`src/rtl/da_fir5_ctrl_pkg.sv`:
```
`default_nettype none
// ============================================================================
//  Module      : da_fir5_ctrl_pkg
//  Description : Shared definitions for the 5-tap distributed-arithmetic FIR
//                sequencer: filter coefficients, default widths/latency,
//                FSM state encoding and the DA table content function.
//  Revision    : 1.0 - initial release
// ============================================================================
package da_fir5_ctrl_pkg;

    // Default sample width (also the number of bit-planes scanned per sample)
    localparam int B_DEF   = 8;
    // Default coefficient-table latency in clocks
    localparam int LAT_DEF = 3;
    // Default signed output width, large enough for 25 * 2^(B-1)
    localparam int WY_DEF  = 13;

    // Tap weights, index 0 is the newest sample
    localparam int NTAPS = 5;
    localparam logic [4:0] COEF [NTAPS] = '{5'd1, 5'd3, 5'd5, 5'd7, 5'd9};

    typedef enum logic [2:0] {
        ST_IDLE  = 3'd0,
        ST_LOAD  = 3'd1,
        ST_ISSUE = 3'd2,
        ST_DRAIN = 3'd3,
        ST_DONE  = 3'd4
    } state_t;

    // DA table entry: sum of the coefficients whose address bit is set.
    // The largest entry is 1+3+5+7+9 = 25, which fits in 5 bits.
    function automatic logic [4:0] coef_sum(input logic [4:0] addr);
        logic [4:0] sum;
        sum = '0;
        for (int i = 0; i < NTAPS; i++) begin
            if (addr[i]) begin
                sum = sum + COEF[i];
            end
        end
        return sum;
    endfunction

endpackage : da_fir5_ctrl_pkg
`default_nettype wire

```
`src/rtl/da_fir5_ctrl_if.sv`:
```
`default_nettype none
// ============================================================================
//  Module      : da_fir5_ctrl_if
//  Description : Sample-in / result-out bundle of the DA FIR sequencer.
//                master : sample source + result consumer side
//                slave  : the sequencer
//  Signals     : x_in/x_valid/x_ready  - sample handshake (accept = valid&ready)
//                y_out/y_valid         - result, y_valid is a one-cycle pulse
//                busy                  - sequencer not idle
//                tbl_addr              - current DA table address (observation)
//  Revision    : 1.0 - initial release
// ============================================================================
interface da_fir5_ctrl_if #(
    parameter int B  = 8,
    parameter int WY = 13
);
    logic signed [B-1:0]  x_in;
    logic                 x_valid;
    logic                 x_ready;
    logic signed [WY-1:0] y_out;
    logic                 y_valid;
    logic                 busy;
    logic [4:0]           tbl_addr;

    modport master (
        output x_in, x_valid,
        input  x_ready, y_out, y_valid, busy, tbl_addr
    );

    modport slave (
        input  x_in, x_valid,
        output x_ready, y_out, y_valid, busy, tbl_addr
    );

endinterface : da_fir5_ctrl_if
`default_nettype wire

```
`src/rtl/da_fir5_ctrl_lut5.sv`:
```
`default_nettype none
// ============================================================================
//  Module      : da_lut5
//  Description : Fully registered DA coefficient table. Output is the sum of
//                the coefficients selected by the 5-bit address, valid LAT
//                clocks after the address is presented.
//  Ports       : clk     - rising-edge clock
//                reset   - synchronous active-low reset
//                addr_i  - table address, bit i selects tap i
//                data_o  - selected-coefficient sum (unsigned, 5 bits)
//  Revision    : 1.0 - initial release
// ============================================================================
module da_lut5
    import da_fir5_ctrl_pkg::*;
#(
    parameter int LAT = LAT_DEF
) (
    input  wire logic       clk,
    input  wire logic       reset,
    input  wire logic [4:0] addr_i,
    output logic [4:0]      data_o
);

    logic [4:0] stage_q [LAT];

    // First stage performs the lookup; remaining stages only delay it.
    always_ff @(posedge clk) begin
        if (!reset) begin
            stage_q[0] <= '0;
        end else begin
            stage_q[0] <= coef_sum(addr_i);
        end
    end

    for (genvar g = 1; g < LAT; g++) begin : g_stage
        always_ff @(posedge clk) begin
            if (!reset) begin
                stage_q[g] <= '0;
            end else begin
                stage_q[g] <= stage_q[g-1];
            end
        end
    end

    assign data_o = stage_q[LAT-1];

endmodule : da_lut5
`default_nettype wire

```
`src/rtl/da_fir5_ctrl.sv`:
```
`default_nettype none
// ============================================================================
//  Module      : da_fir5_ctrl
//  Description : Sequencer for a 5-tap bit-serial distributed-arithmetic FIR,
//                y[n] = 1x[n] + 3x[n-1] + 5x[n-2] + 7x[n-3] + 9x[n-4].
//                Accepts one sample, shifts it into the delay line, scans the
//                taps LSB-first one bit-plane per clock through the DA table
//                and shift/adds the table output (subtracting the sign plane).
//  Ports       : clk   - rising-edge clock
//                reset - synchronous active-low reset
//                bus   - slave side of da_fir5_ctrl_if (sample in, result out)
//  Revision    : 1.0 - initial release
// ============================================================================
module da_fir5_ctrl
    import da_fir5_ctrl_pkg::*;
#(
    parameter int B   = B_DEF,
    parameter int LAT = LAT_DEF,
    parameter int WY  = WY_DEF
) (
    input wire logic       clk,
    input wire logic       reset,
    da_fir5_ctrl_if.slave  bus
);

    // Bit-plane index width and a counter wide enough for ISSUE and DRAIN
    localparam int KW   = (B > 1) ? $clog2(B) : 1;
    localparam int CMAX = (B > LAT) ? B : LAT;
    localparam int CW   = (CMAX > 1) ? $clog2(CMAX) : 1;

    // ------------------------------------------------------------------
    // State
    // ------------------------------------------------------------------
    state_t               state_q, state_d;
    logic [CW-1:0]        cnt_q, cnt_d;
    logic signed [B-1:0]  taps_q [NTAPS];
    logic signed [WY-1:0] acc_q;
    logic [LAT-1:0]       tag_v_q;
    logic [KW-1:0]        tag_k_q [LAT];
    logic signed [WY-1:0] y_out_q;
    logic                 y_valid_q;

    logic                 w_accept;
    logic                 w_issue;
    logic [4:0]           w_addr;
    logic [4:0]           w_lut_data;
    logic [WY-1:0]        w_term;
    logic                 w_sign_plane;

    // ------------------------------------------------------------------
    // Handshake and status
    // ------------------------------------------------------------------
    assign bus.x_ready = (state_q == ST_IDLE) & reset;
    assign w_accept    = bus.x_valid & bus.x_ready;
    assign w_issue     = (state_q == ST_ISSUE);
    assign bus.busy    = (state_q != ST_IDLE);
    assign bus.y_out   = y_out_q;
    assign bus.y_valid = y_valid_q;
    assign bus.tbl_addr = w_addr;

    // ------------------------------------------------------------------
    // FSM: state register
    // ------------------------------------------------------------------
    always_ff @(posedge clk) begin
        if (!reset) begin
            state_q <= ST_IDLE;
            cnt_q   <= '0;
        end else begin
            state_q <= state_d;
            cnt_q   <= cnt_d;
        end
    end

    // ------------------------------------------------------------------
    // FSM: next state and bit/drain counter
    // ------------------------------------------------------------------
    always_comb begin
        state_d = state_q;
        cnt_d   = cnt_q;
        unique case (state_q)
            ST_IDLE: begin
                if (w_accept) begin
                    state_d = ST_LOAD;
                    cnt_d   = '0;
                end
            end
            ST_LOAD: begin
                state_d = ST_ISSUE;
                cnt_d   = '0;
            end
            ST_ISSUE: begin
                if (cnt_q == CW'(B - 1)) begin
                    state_d = ST_DRAIN;
                    cnt_d   = '0;
                end else begin
                    cnt_d = cnt_q + CW'(1);
                end
            end
            ST_DRAIN: begin
                if (cnt_q == CW'(LAT - 1)) begin
                    state_d = ST_DONE;
                    cnt_d   = '0;
                end else begin
                    cnt_d = cnt_q + CW'(1);
                end
            end
            ST_DONE: begin
                state_d = ST_IDLE;
            end
            default: begin
                state_d = ST_IDLE;
                cnt_d   = '0;
            end
        endcase
    end

    // ------------------------------------------------------------------
    // Bit-plane mux: address bit i is bit k of tap i, zero outside ISSUE
    // ------------------------------------------------------------------
    always_comb begin
        w_addr = '0;
        if (w_issue) begin
            for (int i = 0; i < NTAPS; i++) begin
                w_addr[i] = taps_q[i][cnt_q[KW-1:0]];
            end
        end
    end

    da_lut5 #(
        .LAT    (LAT)
    ) u_lut (
        .clk    (clk),
        .reset  (reset),
        .addr_i (w_addr),
        .data_o (w_lut_data)
    );

    // Tag pipe output lines up with the table data of the same address
    assign w_term       = WY'(w_lut_data) << tag_k_q[LAT-1];
    assign w_sign_plane = (tag_k_q[LAT-1] == KW'(B - 1));

    // ------------------------------------------------------------------
    // Delay line, tag pipe, accumulator and result register
    // ------------------------------------------------------------------
    always_ff @(posedge clk) begin
        if (!reset) begin
            for (int i = 0; i < NTAPS; i++) begin
                taps_q[i] <= '0;
            end
            for (int i = 0; i < LAT; i++) begin
                tag_k_q[i] <= '0;
            end
            tag_v_q   <= '0;
            acc_q     <= '0;
            y_out_q   <= '0;
            y_valid_q <= 1'b0;
        end else begin
            // Tag pipe: same depth as the table so (valid, k) meets its data
            tag_v_q[0] <= w_issue;
            tag_k_q[0] <= cnt_q[KW-1:0];
            for (int i = 1; i < LAT; i++) begin
                tag_v_q[i] <= tag_v_q[i-1];
                tag_k_q[i] <= tag_k_q[i-1];
            end

            // The sample is only guaranteed stable at the accept edge, so the
            // delay line shifts there; LOAD then starts from a clean acc.
            if (w_accept) begin
                taps_q[0] <= bus.x_in;
                for (int i = 1; i < NTAPS; i++) begin
                    taps_q[i] <= taps_q[i-1];
                end
                acc_q <= '0;
            end else if (tag_v_q[LAT-1]) begin
                if (w_sign_plane) begin
                    acc_q <= acc_q - $signed(w_term);
                end else begin
                    acc_q <= acc_q + $signed(w_term);
                end
            end

            // Result registered on leaving DONE; pulse lasts one clock
            y_valid_q <= (state_q == ST_DONE);
            if (state_q == ST_DONE) begin
                y_out_q <= acc_q;
            end
        end
    end

endmodule : da_fir5_ctrl
`default_nettype wire
```
`src/flat_wrapper.sv`:
```
// flat-port wrapper written by rule: the top's interface ports become plain ports
module da_fir5_ctrl_flat import da_fir5_ctrl_pkg::*;
#(
    parameter int B   = B_DEF,
    parameter int LAT = LAT_DEF,
    parameter int WY  = WY_DEF
)
  (clk, reset, bus_x_in, bus_x_valid, bus_x_ready, bus_y_out, bus_y_valid, bus_busy, bus_tbl_addr);
  da_fir5_ctrl_if #(.B(B), .WY(WY)) bus_i ();
  input wire logic clk;
  input wire logic reset;
  input wire logic [$bits(bus_i.x_in)-1:0] bus_x_in;
  input wire logic [$bits(bus_i.x_valid)-1:0] bus_x_valid;
  output wire logic [$bits(bus_i.x_ready)-1:0] bus_x_ready;
  output wire logic [$bits(bus_i.y_out)-1:0] bus_y_out;
  output wire logic [$bits(bus_i.y_valid)-1:0] bus_y_valid;
  output wire logic [$bits(bus_i.busy)-1:0] bus_busy;
  output wire logic [$bits(bus_i.tbl_addr)-1:0] bus_tbl_addr;
  assign bus_i.x_in = bus_x_in;
  assign bus_i.x_valid = bus_x_valid;
  assign bus_x_ready = bus_i.x_ready;
  assign bus_y_out = bus_i.y_out;
  assign bus_y_valid = bus_i.y_valid;
  assign bus_busy = bus_i.busy;
  assign bus_tbl_addr = bus_i.tbl_addr;
  da_fir5_ctrl #(.B(B), .LAT(LAT), .WY(WY)) u_core (.clk(clk), .reset(reset), .bus(bus_i));
endmodule
```
`config.mk`:
```
export PLATFORM = sky130hd
export DESIGN_NAME = da_fir5_ctrl_flat
export DESIGN_NICKNAME = d
export VERILOG_FILES = /design/src/rtl/da_fir5_ctrl_pkg.sv /design/src/rtl/da_fir5_ctrl_if.sv /design/src/rtl/da_fir5_ctrl_lut5.sv /design/src/rtl/da_fir5_ctrl.sv /design/src/flat_wrapper.sv
export SDC_FILE = /design/constraint.sdc
export NUM_CORES = 1
export LEC_CHECK = 0
export CORE_MARGIN = 4
export CORE_UTILIZATION = 40
export DETAILED_ROUTE_END_ITERATION = 8
export PLACE_DENSITY = 0.65
export SLEW_MARGIN = 5
export SYNTH_ARGS = -nofsm -noshare
export SYNTH_HDL_FRONTEND = slang
export SYNTH_SLANG_ARGS = --single-unit
```
`constraint.sdc`:
```
create_clock -name clk -period 4.36 [get_ports clk]
set_input_delay 0.872 -clock clk [delete_from_list [all_inputs] [get_ports clk]]
set_output_delay 0.872 -clock clk [all_outputs]
set_load 0.01 [all_outputs]
```
==> results of run 1 <==
==> metrics by stage <==
step                std cells  instance area, um^2  hold slack (ns)
global route              715                 6010            0.445
floorplan                 515                 5240            0.412
CTS                       715                 6010            0.433
detailed placement        699                 5680            0.417
finish                    715                 6010            0.429
global placement          699                 5680            0.415
==> flip-flops by register name, indices dropped and copies added, names as in the netlist <==
signal                count
u_core.bus.y_out         13
u_core.cnt_q              3
u_core.bus.y_valid        1
u_core.u_lut.stage_q     15
u_core.state_q            3
u_core.tag_v_q            3
u_core.acc_q             13
u_core.taps_q            40
u_core.tag_k_q            9
==> repair_timing <==
item | 4_1_cts | 5_1_grt
gates resized for setup | 1 | 3
setup endpoints to repair | 1 | 1
cloned | 0 | 0
==> synthesized netlist by cell type, types with 3 or more instances <==
master / n
sky130_fd_sc_hd__nor2b_1: 10
sky130_fd_sc_hd__inv_1: 20
sky130_fd_sc_hd__o31ai_1: 3
sky130_fd_sc_hd__a21o_1: 5
sky130_fd_sc_hd__nand2b_1: 6
sky130_fd_sc_hd__o211ai_1: 4
sky130_fd_sc_hd__o21a_1: 3
sky130_fd_sc_hd__ha_1: 20
sky130_fd_sc_hd__and2_1: 70
sky130_fd_sc_hd__mux2i_1: 22
sky130_fd_sc_hd__edfxtp_1: 40
sky130_fd_sc_hd__nand3b_1: 3
sky130_fd_sc_hd__nand3_1: 7
sky130_fd_sc_hd__o21ai_0: 18
sky130_fd_sc_hd__xor2_1: 7
sky130_fd_sc_hd__or3_1: 5
sky130_fd_sc_hd__nand2_1: 45
sky130_fd_sc_hd__a21oi_1: 22
sky130_fd_sc_hd__a22o_1: 3
sky130_fd_sc_hd__nand4_1: 3
sky130_fd_sc_hd__nor3_1: 11
sky130_fd_sc_hd__mux4_2: 8
sky130_fd_sc_hd__nor2_1: 25
sky130_fd_sc_hd__dfxtp_1: 60
sky130_fd_sc_hd__xnor2_1: 12
sky130_fd_sc_hd__clkbuf_1: 17
sky130_fd_sc_hd__buf_6: 3
sky130_fd_sc_hd__and3_1: 5
sky130_fd_sc_hd__or4_1: 6
sky130_fd_sc_hd__a21boi_0: 13
==> per-layer routing <==
metal	part of all wire, %	vias to the layer above	wire [um]	track usage [%]
met1	44	1774	4550	17.3
li1	-	1874	-	-
met4	1.9	0	197	4.06
met5	0	-	0	0
met3	3.6	14	371	3.92
met2	51	67	5310	25.8
==> power by group <==
part,switching (W),internal [W]
sequential,0.0000207,0.00101
clock,0.000364,0.000511
combinational,0.000107,0.0000927
==> worst min-delay path by stage <==
stage	to	cells after the start	startpoint	slack [ns]
final	u_core.tag_k_q[0][6]$_SDFF_PN0_	1	u_core.tag_k_q[0][3]$_SDFF_PN0_	0.43
after global routing	u_core.u_lut.stage_q[2][2]$_SDFF_PN0_	1	u_core.u_lut.stage_q[1][2]$_SDFF_PN0_	0.44
after CTS	u_core.tag_k_q[0][3]$_SDFF_PN0_	1	u_core.tag_k_q[0][0]$_SDFF_PN0_	0.43
after detailed placement	u_core.tag_k_q[0][3]$_SDFF_PN0_	1	u_core.tag_k_q[0][0]$_SDFF_PN0_	0.42
after global placement	u_core.tag_v_q[1]$_SDFF_PN0_	1	u_core.tag_v_q[0]$_SDFF_PN0_	0.41
after floorplan	u_core.tag_k_q[0][3]$_SDFF_PN0_	1	u_core.tag_k_q[0][0]$_SDFF_PN0_	0.41
==> logic make-up after synthesis <==
| logic type | Yosys count | share of synthesized area, % |
|---|---|---|
| compound gates | 93 | 12.1 |
| mux | 30 | 7.64 |
| fa+ha+maj | 22 | 5.54 |
| buf+inv | 45 | 3.85 |
| simple gates | 206 | 21.8 |
| flops | 100 | 45.9 |
| xor+xnor | 19 | 3.18 |
==> layout make-up <==
| cell class | instances | share of cell area (%) |
|---|---|---|
| clock buffer | 9 | 3.74 |
| clock inverter | 7 | 1.69 |
| inverter | 21 | 1.31 |
| multi-input combinational | 370 | 43.9 |
| sequential | 100 | 40.0 |
| tap | 172 | 3.58 |
| timing repair buffer | 36 | 5.78 |
==> flow_results.xml, run 1 <==
<?xml version="1.0" encoding="UTF-8"?>
<metrics>
  <group name="run_status">
    <metric name="status" unit="">completed</metric>
  </group>
  <group name="sta">
    <metric name="timing_max_transition_violations_final" unit="">0</metric>
    <metric name="setup-tns-final" unit="ns">0</metric>
    <metric name="final.min_clock_period" unit="ns">4.07</metric>
    <metric name="share_of_the_clock_period_used_by_the_worst_path_after_layout" unit="%">93.4</metric>
    <metric name="setup-violations-final" unit="">0</metric>
    <metric name="fin_skew" unit="ns">0.0101</metric>
    <metric name="timing.fmax" unit="MHz">245</metric>
    <metric name="max_slew.worst_pin.slew" unit="ns">0.848</metric>
    <metric name="setup_repair_after_global_routing_missed_its_margin" unit="">no</metric>
    <metric name="relSlewSlack" unit="%">43.4</metric>
    <metric name="timing_hold_violations_final" unit="">0</metric>
    <metric name="setup_ws" unit="ns">0.286</metric>
  </group>
  <group name="clocking">
    <metric name="tritoncts_clock_tree" unit="">built</metric>
    <metric name="hold_fix_buffers_cts" unit="">0</metric>
    <metric name="htree_num_levels" unit="">3</metric>
    <metric name="clkTransAtPathRegs" unit="ns">0.07</metric>
    <metric name="clock-sinks" unit="">100</metric>
    <metric name="insertion_delay" unit="ns">0.35</metric>
    <metric name="cts_setup_buffers" unit="">0</metric>
    <metric name="cts_root_buffer" unit="">sky130_fd_sc_hd__clkbuf_16</metric>
    <metric name="cts_buffer_depth" unit="">2</metric>
    <metric name="tritoncts.num_buffers" unit="">9</metric>
  </group>
  <group name="critical_path">
    <metric name="worst_r2r_endpoint" unit="">u_core.acc_q[12]$_SDFFE_PP0P_</metric>
    <metric name="endpoint" unit="">u_core.acc_q[12]$_SDFFE_PP0P_</metric>
    <metric name="timing.reg2reg.setup_slack" unit="ns">0.29</metric>
    <metric name="setup.worst_path.end_class" unit="">register</metric>
    <metric name="worst-setup-path-type" unit="">reg2reg</metric>
    <metric name="critPathBufInv" unit="">1</metric>
    <metric name="timing.critical_path.fanout_max" unit="">16</metric>
    <metric name="critPathRequiredTime" unit="ns">4.59</metric>
    <metric name="critPathLaunchType" unit="">register</metric>
    <metric name="critPathSlowestCell" unit="">sky130_fd_sc_hd__dfxtp_4</metric>
    <metric name="cp.depth" unit="">17</metric>
    <metric name="cp_slowest_stage_delay" unit="ns">0.44</metric>
    <metric name="arr_time_crit_path" unit="ns">4.30</metric>
    <metric name="timing.critical_path.max_delay_family" unit="">compound AO/OA/AOI/OAI gates</metric>
    <metric name="worst-r2r-cell-count" unit="">17</metric>
    <metric name="r2r_start" unit="">u_core.tag_k_q[0][7]$_SDFF_PN0_</metric>
    <metric name="worstSetupStartpoint" unit="">u_core.tag_k_q[0][7]$_SDFF_PN0_</metric>
    <metric name="critical_path.cell_chain" unit="">mux2i_1 &gt; mux2i_1 &gt; o31ai_2 &gt; inv_1 &gt; or3_1 &gt; o31a_1 &gt; nand3_1 &gt; o211ai_1 &gt; ha_1 &gt; a21o_1 &gt; a21o_1 &gt; a21oi_1 &gt; o31ai_2 &gt; nand3_1 &gt; a21oi_1 &gt; a211o_1 &gt; a311o_1</metric>
  </group>
  <group name="global_routing">
    <metric name="initial_antenna_violation_count" unit="">0</metric>
    <metric name="pin_count_of_the_biggest_net_entering_global_routing" unit="">46</metric>
    <metric name="first_pass_grt_wire_length" unit="um">17300</metric>
    <metric name="first_global_vias" unit="">3695</metric>
    <metric name="grt.total_usage" unit="%">14.5</metric>
    <metric name="grt_overflow" unit="">0</metric>
  </group>
  <group name="detailed_routing">
    <metric name="drt_pass1_iterations" unit="">4</metric>
    <metric name="detail_route.iter0.violations" unit="">229</metric>
    <metric name="detail-route-antenna-nets" unit="">0</metric>
    <metric name="wirelength" unit="um">10400</metric>
    <metric name="routedWlPerCell" unit="um">14.6</metric>
    <metric name="num_vias" unit="">3729</metric>
    <metric name="drc_errors" unit="">0</metric>
    <metric name="detail_routed_via_count_per_cell" unit="">5.22</metric>
  </group>
  <group name="synth">
    <metric name="synth_area_leader_cell" unit="">sky130_fd_sc_hd__dfxtp_1</metric>
    <metric name="synthCells" unit="">515</metric>
    <metric name="number_of_synthesized_flops_with_an_enable_pin" unit="">40</metric>
    <metric name="yosys.cell_types.count" unit="">63</metric>
    <metric name="async_reset_ff_share" unit="%">0</metric>
    <metric name="yosys_most_used_dff" unit="">sky130_fd_sc_hd__dfxtp_1</metric>
    <metric name="yosysSeqAreaShare" unit="%">45.9</metric>
    <metric name="synth.top_cell.area_share" unit="%">22.9</metric>
    <metric name="synth_warnings" unit="">0</metric>
    <metric name="post_synth_main_area_contributors" unit="">sky130_fd_sc_hd__dfxtp_1 23%, sky130_fd_sc_hd__edfxtp_1 23%, sky130_fd_sc_hd__and2_1 8.4%</metric>
    <metric name="netlist_area" unit="um^2">5240</metric>
    <metric name="postSynthRegisterBits" unit="">100</metric>
    <metric name="syn_nets" unit="">548</metric>
    <metric name="synth.avg_cell_area" unit="um^2">10.2</metric>
  </group>
  <group name="floorplanning">
    <metric name="floorplan.die.width" unit="um">122</metric>
    <metric name="design.die.area" unit="um^2">15000</metric>
    <metric name="pin_count" unit="">32</metric>
    <metric name="core.rowCount" unit="">41</metric>
    <metric name="initial_core_util" unit="%">41.2</metric>
    <metric name="floorplan_core_area" unit="um^2">12700</metric>
    <metric name="dieHeight" unit="um">122</metric>
  </group>
  <group name="finish">
    <metric name="finish.net_count" unit="">571</metric>
    <metric name="leading_cell_type_in_the_layout_fill_and_taps_excluded" unit="">sky130_fd_sc_hd__and2_1</metric>
    <metric name="layout-drive-gt1-share" unit="%">7.73</metric>
    <metric name="area_growth" unit="%">14.8</metric>
    <metric name="final.fill_count" unit="">1232</metric>
    <metric name="finish.utilization" unit="%">47.3</metric>
    <metric name="most-common-layout-cells" unit="">70 x sky130_fd_sc_hd__and2_1, 58 x sky130_fd_sc_hd__dfxtp_1, 45 x sky130_fd_sc_hd__nand2_1</metric>
    <metric name="antennaDiodeCount" unit="">0</metric>
    <metric name="multi_input_area" unit="um^2">2640</metric>
    <metric name="area_taken_by_flip_flops_and_latches" unit="um^2">2410</metric>
  </group>
  <group name="worst_hold_path">
    <metric name="hold_path_class" unit="">reg2reg</metric>
  </group>
  <group name="power_and_ir_drop">
    <metric name="total_leakage_power" unit="nW">2.24</metric>
    <metric name="p_total" unit="W">0.00211</metric>
    <metric name="power_density" unit="nW/um^2">350</metric>
    <metric name="ir_drop" unit="uV">279</metric>
  </group>
  <group name="placed_design">
    <metric name="globalplace.congestion" unit="">0.897</metric>
    <metric name="placement_setup_slack" unit="ns">0.0246</metric>
    <metric name="place_hpwl" unit="um">7300</metric>
    <metric name="io_buffers" unit="">31</metric>
  </group>
  <group name="job">
    <metric name="cap_viol_max_count" unit="">0</metric>
  </group>
</metrics>
No activity file was read; power rests on OpenSTA's default activity.
==> run 2, diff against run 1 <==
--- a/config.mk
+++ b/config.mk
@@ -8,6 +8,7 @@
 export CORE_MARGIN = 4
 export CORE_UTILIZATION = 40
 export DETAILED_ROUTE_END_ITERATION = 8
+export GPL_ROUTABILITY_DRIVEN = 0
 export PLACE_DENSITY = 0.65
 export SLEW_MARGIN = 5
 export SYNTH_ARGS = -nofsm -noshare
==> run 2 against run 1 <==
Against the previous run:
- wire length rose by 0.81%
- sequential share of layout area hardly changed
- largest cell class unchanged
- critical endpoint unchanged
- via count up 2.4%
- power decreased by 2.4%
- critical path depth fell by 1
- largest power group unchanged
==> flow_results.xml, run 2 (synthesis gave the netlist of run 1 again) <==
<?xml version="1.0" encoding="UTF-8"?>
<metrics>
  <group name="run_status">
    <metric name="status" unit="">completed</metric>
  </group>
  <group name="finish">
    <metric name="finish.utilization" unit="%">47.3</metric>
    <metric name="leading_cell_type_in_the_layout_fill_and_taps_excluded" unit="">sky130_fd_sc_hd__and2_1</metric>
    <metric name="finish.net_count" unit="">572</metric>
    <metric name="max_flop_register" unit="">u_core.taps_q</metric>
    <metric name="largest_reg_flops" unit="">40</metric>
    <metric name="area_growth" unit="%">14.8</metric>
    <metric name="largestRegisters" unit="">u_core.taps_q: 40 flops, u_core.u_lut.stage_q: 15 flops</metric>
    <metric name="stdcell_count" unit="">716</metric>
    <metric name="most-common-layout-cells" unit="">70 x sky130_fd_sc_hd__and2_1, 58 x sky130_fd_sc_hd__dfxtp_1, 45 x sky130_fd_sc_hd__nand2_1</metric>
    <metric name="antennaDiodeCount" unit="">0</metric>
    <metric name="layout-drive-gt1-share" unit="%">8.46</metric>
  </group>
  <group name="sta">
    <metric name="timing_max_transition_violations_final" unit="">0</metric>
    <metric name="relSlewSlack" unit="%">43.7</metric>
    <metric name="fin_skew" unit="ns">0.00829</metric>
    <metric name="setup-tns-final" unit="ns">0</metric>
    <metric name="timing.fmax" unit="MHz">241</metric>
    <metric name="share_of_the_clock_period_used_by_the_worst_path_after_layout" unit="%">95.1</metric>
    <metric name="max_slew.worst_pin.slew" unit="ns">0.844</metric>
    <metric name="holdWs" unit="ns">0.434</metric>
    <metric name="timing_hold_violations_final" unit="">0</metric>
    <metric name="final.min_clock_period" unit="ns">4.15</metric>
    <metric name="setup-violations-final" unit="">0</metric>
  </group>
  <group name="critical_path">
    <metric name="cp_slowest_stage_delay" unit="ns">0.44</metric>
    <metric name="setup.worst_path.end_class" unit="">register</metric>
    <metric name="arr_time_crit_path" unit="ns">4.38</metric>
    <metric name="critPathRequiredTime" unit="ns">4.60</metric>
    <metric name="worst-setup-path-type" unit="">reg2reg</metric>
    <metric name="critPathSlowestCell" unit="">sky130_fd_sc_hd__dfxtp_4</metric>
    <metric name="critPathLaunchType" unit="">register</metric>
    <metric name="critical_path.cell_chain" unit="">mux2i_2 &gt; mux2i_2 &gt; o31ai_2 &gt; inv_1 &gt; or3_1 &gt; or3_1 &gt; o211ai_1 &gt; ha_1 &gt; a21o_1 &gt; a21o_1 &gt; a21oi_1 &gt; o31ai_2 &gt; nand3_1 &gt; a21oi_1 &gt; a211o_1 &gt; a311o_1</metric>
    <metric name="timing.critical_path.fanout_max" unit="">16</metric>
  </group>
  <group name="floorplanning">
    <metric name="floorplan.die.width" unit="um">122</metric>
    <metric name="design.die.area" unit="um^2">15000</metric>
    <metric name="dieHeight" unit="um">122</metric>
    <metric name="core.rowCount" unit="">41</metric>
    <metric name="floorplan_core_area" unit="um^2">12700</metric>
    <metric name="pin_count" unit="">32</metric>
    <metric name="initial_core_util" unit="%">41.2</metric>
  </group>
  <group name="clocking">
    <metric name="hold_fix_buffers_cts" unit="">0</metric>
    <metric name="cts_buffer_depth" unit="">2</metric>
    <metric name="insertion_delay" unit="ns">0.35</metric>
    <metric name="htree_num_levels" unit="">3</metric>
    <metric name="tritoncts.num_buffers" unit="">9</metric>
    <metric name="cts_root_buffer" unit="">sky130_fd_sc_hd__clkbuf_16</metric>
    <metric name="clock-sinks" unit="">100</metric>
    <metric name="tritoncts_clock_tree" unit="">built</metric>
    <metric name="clkTransAtPathRegs" unit="ns">0.07</metric>
  </group>
  <group name="global_routing">
    <metric name="pin_count_of_the_biggest_net_entering_global_routing" unit="">46</metric>
    <metric name="initial_antenna_violation_count" unit="">0</metric>
    <metric name="first_pass_grt_wire_length" unit="um">17200</metric>
    <metric name="grt_overflow" unit="">0</metric>
    <metric name="first_global_vias" unit="">3712</metric>
    <metric name="grt.total_usage" unit="%">14.4</metric>
  </group>
  <group name="placed_design">
    <metric name="place_hpwl" unit="um">7320</metric>
    <metric name="cell_total_after_placement" unit="">699</metric>
    <metric name="io_buffers" unit="">31</metric>
  </group>
  <group name="detailed_routing">
    <metric name="num_vias" unit="">3817</metric>
    <metric name="detail-route-antenna-nets" unit="">0</metric>
    <metric name="drt_pass1_iterations" unit="">4</metric>
    <metric name="detail_routed_via_count_per_cell" unit="">5.33</metric>
    <metric name="wirelength" unit="um">10500</metric>
    <metric name="routedWlPerCell" unit="um">14.7</metric>
    <metric name="drc_errors" unit="">0</metric>
    <metric name="detail_route.iter0.violations" unit="">228</metric>
  </group>
  <group name="power_and_ir_drop">
    <metric name="ir_drop" unit="uV">294</metric>
    <metric name="power_density" unit="nW/um^2">342</metric>
    <metric name="p_total" unit="W">0.00205</metric>
    <metric name="total_leakage_power" unit="nW">2.23</metric>
  </group>
  <group name="job">
    <metric name="cap_viol_max_count" unit="">0</metric>
  </group>
  <group name="worst_hold_path">
    <metric name="hold_path_class" unit="">reg2reg</metric>
  </group>
</metrics>
run 2: timing repair:
| action | 4_1_cts | 5_1_grt |
|---|---|---|
| pin swaps | 0 | 1 |
| setup endpoints to repair | 1 | 1 |
| buffers inserted | 0 | 1 |
| resized for setup | 1 | 6 |
run 2: report_power, final:
group | total (W) | internal [W] | switching [W]
sequential | 0.00103 | 0.00101 | 0.0000206
clock | 0.000823 | 0.000454 | 0.000369
combinational | 0.000201 | 0.0000928 | 0.000108
run 2: area by class of cell:
| cell class | instances | area [um^2] |
|---|---|---|
| Fill cell | 1205 | 6710 |
| Multi-Input combinational cell | 370 | 2650 |
| Sequential cell | 100 | 2410 |
| Timing Repair Buffer | 37 | 355 |
| Clock buffer | 9 | 225 |
| Tap cell | 172 | 215 |
| Clock inverter | 7 | 81.3 |
| Inverter | 21 | 78.8 |
run 2: layer usage:
| layer | GRT usage [%] | routed length (um) |
|---|---|---|
| met1 | 16.8 | 4280 |
| met2 | 24.9 | 5280 |
| met5 | 0 | 0 |
| met3 | 4.29 | 639 |
| met4 | 5.81 | 313 |
run 2: path summary, 6_finish.rpt:
path	from	end	slack, ns	cells past startpoint
setup / recovery	u_core.tag_k_q[0][7]$_SDFF_PN0_	u_core.acc_q[12]$_SDFFE_PP0P_	0.21	16
hold / removal	u_core.tag_k_q[0][3]$_SDFF_PN0_	u_core.tag_k_q[0][6]$_SDFF_PN0_	0.43	1
setup reg to reg	u_core.tag_k_q[0][7]$_SDFF_PN0_	u_core.acc_q[12]$_SDFFE_PP0P_	0.21	16
hold reg to reg	u_core.tag_k_q[0][3]$_SDFF_PN0_	u_core.tag_k_q[0][6]$_SDFF_PN0_	0.43	1
run 2: critical path, delay by kind of cell (launching register included):
kind,cells,cell delay [ns]
fa+ha+maj,1,0.34
mux,2,0.47
compound gates,9,1.75
flops,1,0.44
simple gates,3,0.95
buf+inv,1,0.09
run 2: metrics by stage:
stage / area (um^2) / setup WS, ns
after floorplan: 5240 / 0.494
after global placement: 5680 / 0.239
after detailed placement: 5680 / 0.0276
after CTS: 5990 / 0.0348
after global routing: 6010 / -0.00857
final: 6010 / 0.215
==> run 3, diff against run 2 <==
--- a/config.mk
+++ b/config.mk
@@ -7,6 +7,7 @@
 export LEC_CHECK = 0
 export CORE_MARGIN = 4
 export CORE_UTILIZATION = 40
+export CTS_CLUSTER_SIZE = 40
 export DETAILED_ROUTE_END_ITERATION = 8
 export GPL_ROUTABILITY_DRIVEN = 0
 export PLACE_DENSITY = 0.65
==> results of run 3 <==
No change in the layout: final DEF, timing and power equal those of run 2.
